$ cat config.mk
export PLATFORM = sky130hd
export DESIGN_NAME = alusrc_ctrl_fsm_flat
export DESIGN_NICKNAME = d
export VERILOG_FILES = /design/src/rtl/alusrc_ctrl_fsm_pkg.sv /design/src/rtl/alusrc_ctrl_fsm_if.sv /design/src/rtl/alusrc_ctrl_fsm_alu_funct_dec.sv /design/src/rtl/alusrc_ctrl_fsm.sv /design/src/flat_wrapper.sv
export SDC_FILE = /design/constraint.sdc
export NUM_CORES = 1
export LEC_CHECK = 0
export ABC_AREA = 1
export CAP_MARGIN = 5
export CORE_UTILIZATION = 39
export CTS_CLUSTER_DIAMETER = 60
export DETAILED_ROUTE_END_ITERATION = 6
export PLACE_DENSITY_LB_ADDON = 0.08
export SLEW_MARGIN = 20
export SYNTH_ARGS = -nofsm -noshare
export SYNTH_HDL_FRONTEND = slang
export SYNTH_SLANG_ARGS = --single-unit
export TNS_END_PERCENT = 10
$ cat constraint.sdc
create_clock -name clk -period 1.4 [get_ports clk]
set_input_delay 0.42 -clock clk [delete_from_list [all_inputs] [get_ports clk]]
set_output_delay 0.42 -clock clk [all_outputs]
set_load 0.01 [all_outputs]
$ cat src/rtl/alusrc_ctrl_fsm_pkg.sv
// Shared encodings for the multicycle control sequencer: states, opcodes, functs,
// ALU operation codes, operand-select codes and PC source codes.
package alusrc_ctrl_fsm_pkg;

  localparam logic [3:0] S_RESET  = 4'd0;
  localparam logic [3:0] S_FETCH  = 4'd1;
  localparam logic [3:0] S_DECODE = 4'd2;
  localparam logic [3:0] S_EXEC_R = 4'd3;
  localparam logic [3:0] S_WB_R   = 4'd4;
  localparam logic [3:0] S_EXEC_I = 4'd5;
  localparam logic [3:0] S_WB_I   = 4'd6;
  localparam logic [3:0] S_ADDR   = 4'd7;
  localparam logic [3:0] S_MEM_RD = 4'd8;
  localparam logic [3:0] S_WB_LW  = 4'd9;
  localparam logic [3:0] S_MEM_WR = 4'd10;
  localparam logic [3:0] S_BRANCH = 4'd11;
  localparam logic [3:0] S_JUMP   = 4'd12;
  localparam logic [3:0] S_HALT   = 4'd13;

  localparam logic [5:0] OP_RTYPE = 6'h00;
  localparam logic [5:0] OP_J     = 6'h02;
  localparam logic [5:0] OP_BEQ   = 6'h04;
  localparam logic [5:0] OP_ADDI  = 6'h08;
  localparam logic [5:0] OP_LW    = 6'h23;
  localparam logic [5:0] OP_SW    = 6'h2B;

  localparam logic [5:0] F_ADD = 6'h20;
  localparam logic [5:0] F_SUB = 6'h22;
  localparam logic [5:0] F_AND = 6'h24;
  localparam logic [5:0] F_OR  = 6'h25;
  localparam logic [5:0] F_SLT = 6'h2A;

  localparam logic [2:0] ALU_ADD  = 3'd0;
  localparam logic [2:0] ALU_SUB  = 3'd1;
  localparam logic [2:0] ALU_AND  = 3'd2;
  localparam logic [2:0] ALU_OR   = 3'd3;
  localparam logic [2:0] ALU_SLT  = 3'd4;
  localparam logic [2:0] ALU_PASS = 3'd7;

  localparam logic [1:0] SEL_B       = 2'd0;
  localparam logic [1:0] SEL_4       = 2'd1;
  localparam logic [1:0] SEL_IMM     = 2'd2;
  localparam logic [1:0] SEL_IMM_SH2 = 2'd3;

  localparam logic [1:0] PC_ALU    = 2'd0;
  localparam logic [1:0] PC_ALUOUT = 2'd1;
  localparam logic [1:0] PC_JUMP   = 2'd2;

  typedef struct packed {
    logic       seletor_alua;
    logic [1:0] seletor_alub;
    logic [2:0] alu_op;
    logic [1:0] pc_src;
    logic       pc_write;
    logic       pc_write_cond;
    logic       iord;
    logic       mem_wr;
    logic       ir_write;
    logic       ab_write;
    logic       aluout_write;
    logic       reg_write;
    logic       reg_dst;
    logic       mem_to_reg;
  } ctrl_t;

endpackage

$ cat src/rtl/alusrc_ctrl_fsm_if.sv
// Instruction-register inputs and datapath control outputs of the sequencer.
interface alusrc_ctrl_fsm_if;

  logic [5:0] opcode;
  logic [5:0] funct;
  logic       zero;
  logic       seletor_alua;
  logic [1:0] seletor_alub;
  logic [2:0] alu_op;
  logic [1:0] pc_src;
  logic       pc_write;
  logic       pc_write_cond;
  logic       iord;
  logic       mem_wr;
  logic       ir_write;
  logic       ab_write;
  logic       aluout_write;
  logic       reg_write;
  logic       reg_dst;
  logic       mem_to_reg;
  logic       illegal;
  logic [3:0] state_o;

  modport master (
    input  opcode, funct, zero,
    output seletor_alua, seletor_alub, alu_op, pc_src, pc_write, pc_write_cond,
           iord, mem_wr, ir_write, ab_write, aluout_write, reg_write, reg_dst,
           mem_to_reg, illegal, state_o
  );

  modport slave (
    output opcode, funct, zero,
    input  seletor_alua, seletor_alub, alu_op, pc_src, pc_write, pc_write_cond,
           iord, mem_wr, ir_write, ab_write, aluout_write, reg_write, reg_dst,
           mem_to_reg, illegal, state_o
  );

endinterface

$ cat src/rtl/alusrc_ctrl_fsm_alu_funct_dec.sv
// R-type funct field to ALU operation; unknown functs default to add and flag illegal.
module alu_funct_dec
  import alusrc_ctrl_fsm_pkg::*;
(
  input  logic [5:0] funct_i,
  output logic [2:0] alu_op_o,
  output logic       illegal_o
);

  always_comb begin
    alu_op_o  = ALU_ADD;
    illegal_o = 1'b0;
    case (funct_i)
      F_ADD:   alu_op_o = ALU_ADD;
      F_SUB:   alu_op_o = ALU_SUB;
      F_AND:   alu_op_o = ALU_AND;
      F_OR:    alu_op_o = ALU_OR;
      F_SLT:   alu_op_o = ALU_SLT;
      default: illegal_o = 1'b1;
    endcase
  end

endmodule

$ cat src/rtl/alusrc_ctrl_fsm.sv
// Multicycle Moore control sequencer driving ALU operand selects, alu_op and
// datapath write enables for R-type, addi, lw, sw, beq and j.
//   state    | meaning
//   S_RESET  | idle after reset, all outputs low
//   S_FETCH  | memory read at PC, PC+4; IR/PC load on last wait cycle
//   S_DECODE | load A/B, precompute branch target into ALUOut
//   S_EXEC_R | R-type ALU operation
//   S_WB_R   | write ALUOut to rd
//   S_EXEC_I | addi: A + imm
//   S_WB_I   | write ALUOut to rt
//   S_ADDR   | lw/sw effective address
//   S_MEM_RD | data read at ALUOut, held MEM_WAIT+1 cycles
//   S_WB_LW  | write MDR to rt
//   S_MEM_WR | data write at ALUOut, held MEM_WAIT+1 cycles
//   S_BRANCH | compare A-B, PC <- ALUOut if zero
//   S_JUMP   | PC <- jump target
//   S_HALT   | illegal instruction, absorbing until reset
module alusrc_ctrl_fsm
  import alusrc_ctrl_fsm_pkg::*;
#(
  parameter int MEM_WAIT = 2
) (
  input  logic                clk,
  input  logic                reset,
  alusrc_ctrl_fsm_if.master   bus
);

  localparam logic [2:0] WAIT_MAX = 3'(MEM_WAIT);

  logic [3:0] state_q, state_d;
  logic [2:0] wait_cnt_q, wait_cnt_d;
  logic       illegal_q, illegal_d;
  logic       wait_done;
  logic [2:0] r_alu_op;
  logic       r_illegal;
  ctrl_t      ctrl;

  // zero only gates the PC load inside the datapath; the sequencer never reads it.
  logic       zero_unused;
  assign zero_unused = bus.zero;

  alu_funct_dec u_funct_dec (
    .funct_i   (bus.funct),
    .alu_op_o  (r_alu_op),
    .illegal_o (r_illegal)
  );

  assign wait_done = (wait_cnt_q == WAIT_MAX);

  always_comb begin
    state_d   = state_q;
    illegal_d = illegal_q;
    ctrl      = '0;
    case (state_q)
      S_RESET: state_d = S_FETCH;
      S_FETCH: begin
        ctrl.seletor_alub = SEL_4;
        ctrl.alu_op       = ALU_ADD;
        ctrl.pc_src       = PC_ALU;
        if (wait_done) begin
          ctrl.ir_write = 1'b1;
          ctrl.pc_write = 1'b1;
          state_d       = S_DECODE;
        end
      end
      S_DECODE: begin
        ctrl.ab_write     = 1'b1;
        ctrl.aluout_write = 1'b1;
        ctrl.seletor_alub = SEL_IMM_SH2;
        ctrl.alu_op       = ALU_ADD;
        case (bus.opcode)
          OP_RTYPE:     state_d = S_EXEC_R;
          OP_ADDI:      state_d = S_EXEC_I;
          OP_LW, OP_SW: state_d = S_ADDR;
          OP_BEQ:       state_d = S_BRANCH;
          OP_J:         state_d = S_JUMP;
          default: begin
            illegal_d = 1'b1;
            state_d   = S_HALT;
          end
        endcase
      end
      S_EXEC_R: begin
        ctrl.seletor_alua = 1'b1;
        ctrl.seletor_alub = SEL_B;
        ctrl.alu_op       = r_alu_op;
        ctrl.aluout_write = 1'b1;
        if (r_illegal) begin
          illegal_d = 1'b1;
          state_d   = S_HALT;
        end else begin
          state_d = S_WB_R;
        end
      end
      S_WB_R: begin
        ctrl.reg_write = 1'b1;
        ctrl.reg_dst   = 1'b1;
        state_d        = S_FETCH;
      end
      S_EXEC_I, S_ADDR: begin
        ctrl.seletor_alua = 1'b1;
        ctrl.seletor_alub = SEL_IMM;
        ctrl.alu_op       = ALU_ADD;
        ctrl.aluout_write = 1'b1;
        if (state_q == S_EXEC_I) state_d = S_WB_I;
        else if (bus.opcode == OP_SW) state_d = S_MEM_WR;
        else state_d = S_MEM_RD;
      end
      S_WB_I: begin
        ctrl.reg_write = 1'b1;
        state_d        = S_FETCH;
      end
      S_MEM_RD: begin
        ctrl.iord = 1'b1;
        if (wait_done) state_d = S_WB_LW;
      end
      S_WB_LW: begin
        ctrl.reg_write  = 1'b1;
        ctrl.mem_to_reg = 1'b1;
        state_d         = S_FETCH;
      end
      S_MEM_WR: begin
        ctrl.iord   = 1'b1;
        ctrl.mem_wr = 1'b1;
        if (wait_done) state_d = S_FETCH;
      end
      S_BRANCH: begin
        ctrl.seletor_alua  = 1'b1;
        ctrl.seletor_alub  = SEL_B;
        ctrl.alu_op        = ALU_SUB;
        ctrl.pc_src        = PC_ALUOUT;
        ctrl.pc_write_cond = 1'b1;
        state_d            = S_FETCH;
      end
      S_JUMP: begin
        ctrl.pc_src   = PC_JUMP;
        ctrl.pc_write = 1'b1;
        state_d       = S_FETCH;
      end
      S_HALT:  state_d = S_HALT;
      default: state_d = S_RESET;
    endcase
  end

  always_comb begin
    if (state_d != state_q) wait_cnt_d = 3'd0;
    else if (!wait_done)    wait_cnt_d = wait_cnt_q + 3'd1;
    else                    wait_cnt_d = wait_cnt_q;
  end

  always_ff @(posedge clk or negedge reset) begin
    if (!reset) begin
      state_q    <= S_RESET;
      wait_cnt_q <= 3'd0;
      illegal_q  <= 1'b0;
    end else begin
      state_q    <= state_d;
      wait_cnt_q <= wait_cnt_d;
      illegal_q  <= illegal_d;
    end
  end

  assign bus.seletor_alua  = ctrl.seletor_alua;
  assign bus.seletor_alub  = ctrl.seletor_alub;
  assign bus.alu_op        = ctrl.alu_op;
  assign bus.pc_src        = ctrl.pc_src;
  assign bus.pc_write      = ctrl.pc_write;
  assign bus.pc_write_cond = ctrl.pc_write_cond;
  assign bus.iord          = ctrl.iord;
  assign bus.mem_wr        = ctrl.mem_wr;
  assign bus.ir_write      = ctrl.ir_write;
  assign bus.ab_write      = ctrl.ab_write;
  assign bus.aluout_write  = ctrl.aluout_write;
  assign bus.reg_write     = ctrl.reg_write;
  assign bus.reg_dst       = ctrl.reg_dst;
  assign bus.mem_to_reg    = ctrl.mem_to_reg;
  assign bus.illegal       = illegal_q;
  assign bus.state_o       = state_q;

endmodule

$ cat src/flat_wrapper.sv
// flat-port wrapper written by rule: the top's interface ports become plain ports
module alusrc_ctrl_fsm_flat import alusrc_ctrl_fsm_pkg::*;
#(
  parameter int MEM_WAIT = 2
)
  (clk, reset, bus_opcode, bus_funct, bus_zero, bus_seletor_alua, bus_seletor_alub, bus_alu_op, bus_pc_src, bus_pc_write, bus_pc_write_cond, bus_iord, bus_mem_wr, bus_ir_write, bus_ab_write, bus_aluout_write, bus_reg_write, bus_reg_dst, bus_mem_to_reg, bus_illegal, bus_state_o);
  alusrc_ctrl_fsm_if bus_i ();
  input  logic clk;
  input  logic reset;
  input wire logic [$bits(bus_i.opcode)-1:0] bus_opcode;
  input wire logic [$bits(bus_i.funct)-1:0] bus_funct;
  input wire logic [$bits(bus_i.zero)-1:0] bus_zero;
  output wire logic [$bits(bus_i.seletor_alua)-1:0] bus_seletor_alua;
  output wire logic [$bits(bus_i.seletor_alub)-1:0] bus_seletor_alub;
  output wire logic [$bits(bus_i.alu_op)-1:0] bus_alu_op;
  output wire logic [$bits(bus_i.pc_src)-1:0] bus_pc_src;
  output wire logic [$bits(bus_i.pc_write)-1:0] bus_pc_write;
  output wire logic [$bits(bus_i.pc_write_cond)-1:0] bus_pc_write_cond;
  output wire logic [$bits(bus_i.iord)-1:0] bus_iord;
  output wire logic [$bits(bus_i.mem_wr)-1:0] bus_mem_wr;
  output wire logic [$bits(bus_i.ir_write)-1:0] bus_ir_write;
  output wire logic [$bits(bus_i.ab_write)-1:0] bus_ab_write;
  output wire logic [$bits(bus_i.aluout_write)-1:0] bus_aluout_write;
  output wire logic [$bits(bus_i.reg_write)-1:0] bus_reg_write;
  output wire logic [$bits(bus_i.reg_dst)-1:0] bus_reg_dst;
  output wire logic [$bits(bus_i.mem_to_reg)-1:0] bus_mem_to_reg;
  output wire logic [$bits(bus_i.illegal)-1:0] bus_illegal;
  output wire logic [$bits(bus_i.state_o)-1:0] bus_state_o;
  assign bus_i.opcode = bus_opcode;
  assign bus_i.funct = bus_funct;
  assign bus_i.zero = bus_zero;
  assign bus_seletor_alua = bus_i.seletor_alua;
  assign bus_seletor_alub = bus_i.seletor_alub;
  assign bus_alu_op = bus_i.alu_op;
  assign bus_pc_src = bus_i.pc_src;
  assign bus_pc_write = bus_i.pc_write;
  assign bus_pc_write_cond = bus_i.pc_write_cond;
  assign bus_iord = bus_i.iord;
  assign bus_mem_wr = bus_i.mem_wr;
  assign bus_ir_write = bus_i.ir_write;
  assign bus_ab_write = bus_i.ab_write;
  assign bus_aluout_write = bus_i.aluout_write;
  assign bus_reg_write = bus_i.reg_write;
  assign bus_reg_dst = bus_i.reg_dst;
  assign bus_mem_to_reg = bus_i.mem_to_reg;
  assign bus_illegal = bus_i.illegal;
  assign bus_state_o = bus_i.state_o;
  alusrc_ctrl_fsm #(.MEM_WAIT(MEM_WAIT)) u_core (.clk(clk), .reset(reset), .bus(bus_i));
endmodule
=== After elaboration in Yosys (flattened, before gate mapping) ===
Index checks and enable logic that the tools add are counted.

* Add/sub/neg operators: 1
* $mul: 0
* Div/mod/pow operators: 0
* $lt $le $gt $ge: 0
* Equality and inequality tests: 28
* Shift-type cells: 0
* Muxes and demuxes: 28
* Bitwise operators: 0
* Reductions and logical operators: 13

{| class="wikitable"
|+ Operators by type and width
! kind !! count
|-
| 6-bit equality test (second input constant) || 7
|-
| 4-bit one-hot mux with 8 select lines || 1
|-
| 5-bit one-hot mux with 5 select lines || 1
|-
| 4-bit equality test (second input constant) || 6
|-
| 4-bit two-way mux || 5
|-
| 4-bit one-hot mux with 5 select lines || 1
|-
| 4-bit by 3-bit equality test with 1-bit output (second input constant) || 4
|-
| 1-bit two-way mux || 13
|-
| 3-bit one-hot mux with 4 select lines || 1
|-
| 6-bit OR reduction || 2
|-
| 4-bit by 2-bit equality test with 1-bit output (second input constant) || 2
|-
| 4-bit OR reduction || 2
|-
| 6-bit by 2-bit equality test with 1-bit output (second input constant) || 1
|-
| 6-bit by 3-bit equality test with 1-bit output (second input constant) || 1
|-
| 6-bit by 4-bit equality test with 1-bit output (second input constant) || 1
|-
| 6-bit zero test || 1
|-
| 3-bit two-way mux || 2
|-
| 2-bit != test (second input constant) || 3
|-
| 2-bit OR reduction || 3
|-
| 5-bit OR reduction || 1
|-
| 4-bit by 1-bit equality test with 1-bit output (second input constant) || 1
|-
| 4-bit zero test || 1
|-
| 4-bit != test || 1
|-
| 1-bit one-hot mux with 2 select lines || 2
|-
| other kinds (7) || 7
|}

* Register bits: 8
* Latch bits: 0
* Memory bits (writable): 0
* ROM bits: 0
* Bits of input ports: 15
* Output and inout port bits: 23
* Logic and storage cells: 73
* Memories: 0

=== Logic depth before layout (Yosys ltp) ===
* Word-level depth: 6
* Gate-level depth with buffers: 12
* Mapped depth without buffers: 12

=== By module ===
A second synthesis with hierarchy kept.

* Cells, all modules: 155
* Area total of the unflattened synthesis: 937.1 µm²

{| class="wikitable"
|+ Modules (own cells, without submodules)
! module !! times used !! cells each !! area an instance (µm²)
|-
| alusrc_ctrl_fsm || 1 || 133 || 840.8
|-
| alu_funct_dec || 1 || 22 || 96.3
|}

=== Worst setup path before layout ===
Ideal clock, no wire load.

* Path kind: reg2out
* Start: register u_core.state_q[3], in the netlist u_core.bus.state_o[3]
* End: output bus_aluout_write
* Data arrival time: 1059 ps
* Required time: 980 ps
* Setup slack: -79 ps
* Stages on the path, launching flop included: 4
* Path buffers: 0
* Cell sequence: dfrtp_1 > nor2_4 > inv_1 > o21ai_0

* Longest elaborated chain between the ends: 3

{| class="wikitable"
|+ Ends and longest elaborated chain
! what !! RTL line !! source
|-
| from (decl) || alusrc_ctrl_fsm.sv:30 || <nowiki>logic [3:0] state_q, state_d;</nowiki>
|-
| from (signal assigned) || alusrc_ctrl_fsm.sv:157 || <nowiki>state_q <= state_d;</nowiki>
|-
| 4-bit by 2-bit equality test with 1-bit output / 4-bit by 3-bit equality test with 1-bit output (equally long branches) || alusrc_ctrl_fsm.sv:54 || <nowiki>case (state_q)</nowiki>
|-
| 4-bit OR reduction (no source line) * || -- ||
|-
| 1-bit two-way mux * || alusrc_ctrl_fsm.sv:54 ||
|-
| to (decl) || flat_wrapper.sv:23 || <nowiki>output wire logic [$bits(bus_i.aluout_write)-1:0] bus_aluout_write;</nowiki>
|}

Every way passes the cells marked *; elsewhere a longest branch is shown, timed or not.

=== Final worst setup path ===
* Start: register u_core.state_q[2], in the netlist u_core.bus.state_o[2]
* End: output bus_pc_write

* Longest elaborated chain between the ends: 2

{| class="wikitable"
|+ Ends and longest elaborated chain
! what !! RTL line !! source
|-
| 4-bit equality test / 4-bit by 1-bit equality test with 1-bit output (equally long branches) || alusrc_ctrl_fsm.sv:54 ||
|-
| 1-bit one-hot mux with 2 select lines * || alusrc_ctrl_fsm.sv:54 ||
|-
| to (decl) || flat_wrapper.sv:17 || <nowiki>output wire logic [$bits(bus_i.pc_write)-1:0] bus_pc_write;</nowiki>
|}

Marks and branches as above.

==> results.txt <==
Drt via density: 5.07
CTS H-tree lvls: 1
Worst-path clk slew: 0.07 ns
Final ANT Viol Nets: 0
Initial DRC Count: 39
Most frequent cells in the layout: 44 x buf_4, 30 x nand2_1, 21 x nor2_1
Vias: 1424
Post-synthesis net count: 179
CP max FO: 6
Wirelength, routed: 4000 microns
Crit. End Element: output pin
Final hold violation count: 0
Pre-CTS setup slack: -0.901 ns
Initial antenna violation count: 0
Port buffer count: 36
Cells after Synth: 162
Drt wl/cell: 14.2 microns
LEAKAGE: 1.00 nW
Register area share after synthesis: 20.6%
Worst stage delay on the critical path: 0.47 ns
Drt pass-1 iters: 4
Mapped Avg Cell Area: 6.01 sq um
Most Frequent Cell on Critical Path: buf_6
Power per cell area: 1600 nW/um^2
Die area: 2700 sq um
Later-pin clock latency in the skew report: 0.27 ns
DRC: 0
Post-synthesis register bit count: 8
Pin count of the biggest net entering global routing: 9
First-pass GRT wire length: 5710 microns
Clk root buf: clkbuf_4
TritonCTS clock tree: done
Total global-route track usage: 28.5%
Synth unique cells: 21
Row count: 17
Slowest CP cell: dfrtp_2
Unrepaired setup endpoints after global routing: true
Status: complete, but fails checks
Peak Freq: 545 MHz
Fin crit share: 131%
Max Slew Vio Count: 0
Placer Congestion: 0.894
Worst r2r path cells: 12
Post-synth top area share: 20.6%
Maximum vdd ir drop: 1390 uV
Reg2reg setup slack: -0.37 ns
Post-Syn Area: 973 sq um
Ant diodes: 0
Cell family with most CP delay: flip-flops
TritonCTS Buffers: 3
Cell taking the most area after synthesis: dfrtp_1
Clk buf depth: 2
Final setup fails: 30
Commonest non-fill, non-tap cell in the layout: buf_4
Slew @ Worst Pin: 0.399 ns
Final Hold Slack: 0.441 ns
Max_slew headroom: 73.3%
CTS sink cnt: 8
Failing checks: setup timing
Placed insts: 265
WP buf/inv: 3
Setup CP Type: reg -> out
Crit start category: flop
Share of post-route cells with drive strength above 1: 56.1%
Boundary Pins: 38
Critical-path cell list: nor2_4 > buf_6 > nand3_4 > buf_6 > o21ai_2 > buf_2
Worst R2R End: u_core.wait_cnt_q[0]
Initial Utilization: 42.8%
Vias in the first global route: 1294
Grt ovf: 0
HP Class: in -> async
Final Skew: 0.0109 ns
Worst setup slack after layout: -0.434 ns
Nets: 271
Fin cells: 281
Max-Cap Viols: 0
Worst endpoint required time: 0.98 ns
Area growth syn-to-layout: 99.0%
RR Startpoint: u_core.bus.state_o[3]
Synth warnings: 0
Die Width: 52.0 microns
Ranking of synthesized cells by area: dfrtp_1 21%, nand2_1 13%, nor2_1 12%
Tmin final: 1.83 ns
Die Ht: 52.0 microns
Placeable Area: 2280 sq um
Power, Total: 0.00309 W
Data arrival time of the critical path: 1.41 ns
Post-DP HPWL: 2510 microns
-- cells by family after synthesis --
logic type | after synthesis | synth area share [%]
adder cells (fa/ha/maj) | 2 | 2.57
buffers and inverters | 31 | 12.3
AO/OA/AOI/OAI | 10 | 5.78
flip-flops | 8 | 20.6
AND/OR/NAND/NOR | 110 | 57.8
XOR/XNOR | 1 | 0.900
-- flip-flops by register name, summed over array words and instances (netlist names) --
name / count
u_core.bus.illegal: 1
u_core.bus.state_o: 4
u_core.wait_cnt_q: 3
-- layer usage --
layer | up-vias | share of wire (%) | global-route usage (%)
met5 | - | 0 | 0
met4 | 0 | 3.6 | 13.5
met3 | 14 | 5.4 | 1.46
met2 | 61 | 49 | 49.4
met1 | 655 | 42 | 35.7
li1 | 694 | - | -
-- synthesized netlist by cell type --
| master | count |
|---|---|
| nand3_4 | 1 |
| xor2_1 | 1 |
| a31o_2 | 1 |
| nor2_1 | 31 |
| nand2_2 | 5 |
| o21ai_0 | 5 |
| nand2_1 | 34 |
| nand3_2 | 4 |
| nand2_4 | 2 |
| inv_1 | 21 |
| a21oi_1 | 3 |
| nor2_4 | 2 |
| buf_4 | 1 |
| nor2_2 | 8 |
| ha_1 | 2 |
| nand4_1 | 4 |
| dfrtp_1 | 8 |
| o211ai_1 | 1 |
| nor3_2 | 3 |
| nand3_1 | 16 |
| inv_2 | 9 |
-- power by group --
part | leakage, nW | internal [W] | switching, W
sequential | 0.0954 | 0.000314 | 0.000104
combinational | 0.895 | 0.00116 | 0.00131
clock | 0.0150 | 0.000110 | 0.0000938
total | 1.00 | 0.00159 | 0.00150
-- through the flow --
stage / cell area, sq um / TNS [ns] / utilization (%)
after floorplan: 995 / -0.0389 / -
after global placement: 1680 / -12.70 / 73.9
after detailed placement: 1680 / -13.66 / 73.9
after CTS: 1820 / -7.26 / 80.0
after global routing: 1940 / -9.62 / 85.1
final: 1940 / -8.30 / 85.1
-- what timing repair did --
action,4_1_cts,5_1_grt
pin swaps,10,11
setup buffers,9,3
setup endpoints to repair,31,30
gates resized for setup,113,29
hold buffers,0,0
-- area by class of cell --
type	count	area (sq um)
sequential	8	205
timing repair buffer	88	737
clock buffer	4	26.3
fill	123	339
tap	28	35.0
inverter	30	118
multi-input combinational	123	816
-- worst max path at each step --
| stage | startpoint | end | slack, ns | cells after the start |
|---|---|---|---|---|
| 6_report | u_core.bus.state_o[2] | bus_pc_write | -0.43 | 6 |
| 5_1_grt | bus_opcode[3] | u_core.wait_cnt_q[1] | -0.52 | 11 |
| 3_5_place_dp | bus_funct[5] | bus_alu_op[2] | -0.90 | 6 |
| 2_1_floorplan | u_core.bus.state_o[2] | bus_reg_write | -0.009 | 5 |
| 4_1_cts | u_core.wait_cnt_q[0] | bus_pc_write | -0.45 | 8 |
| 3_3_place_gp | bus_funct[5] | bus_alu_op[1] | -0.86 | 6 |
Note: power is estimated with default switching activity, not from simulation.
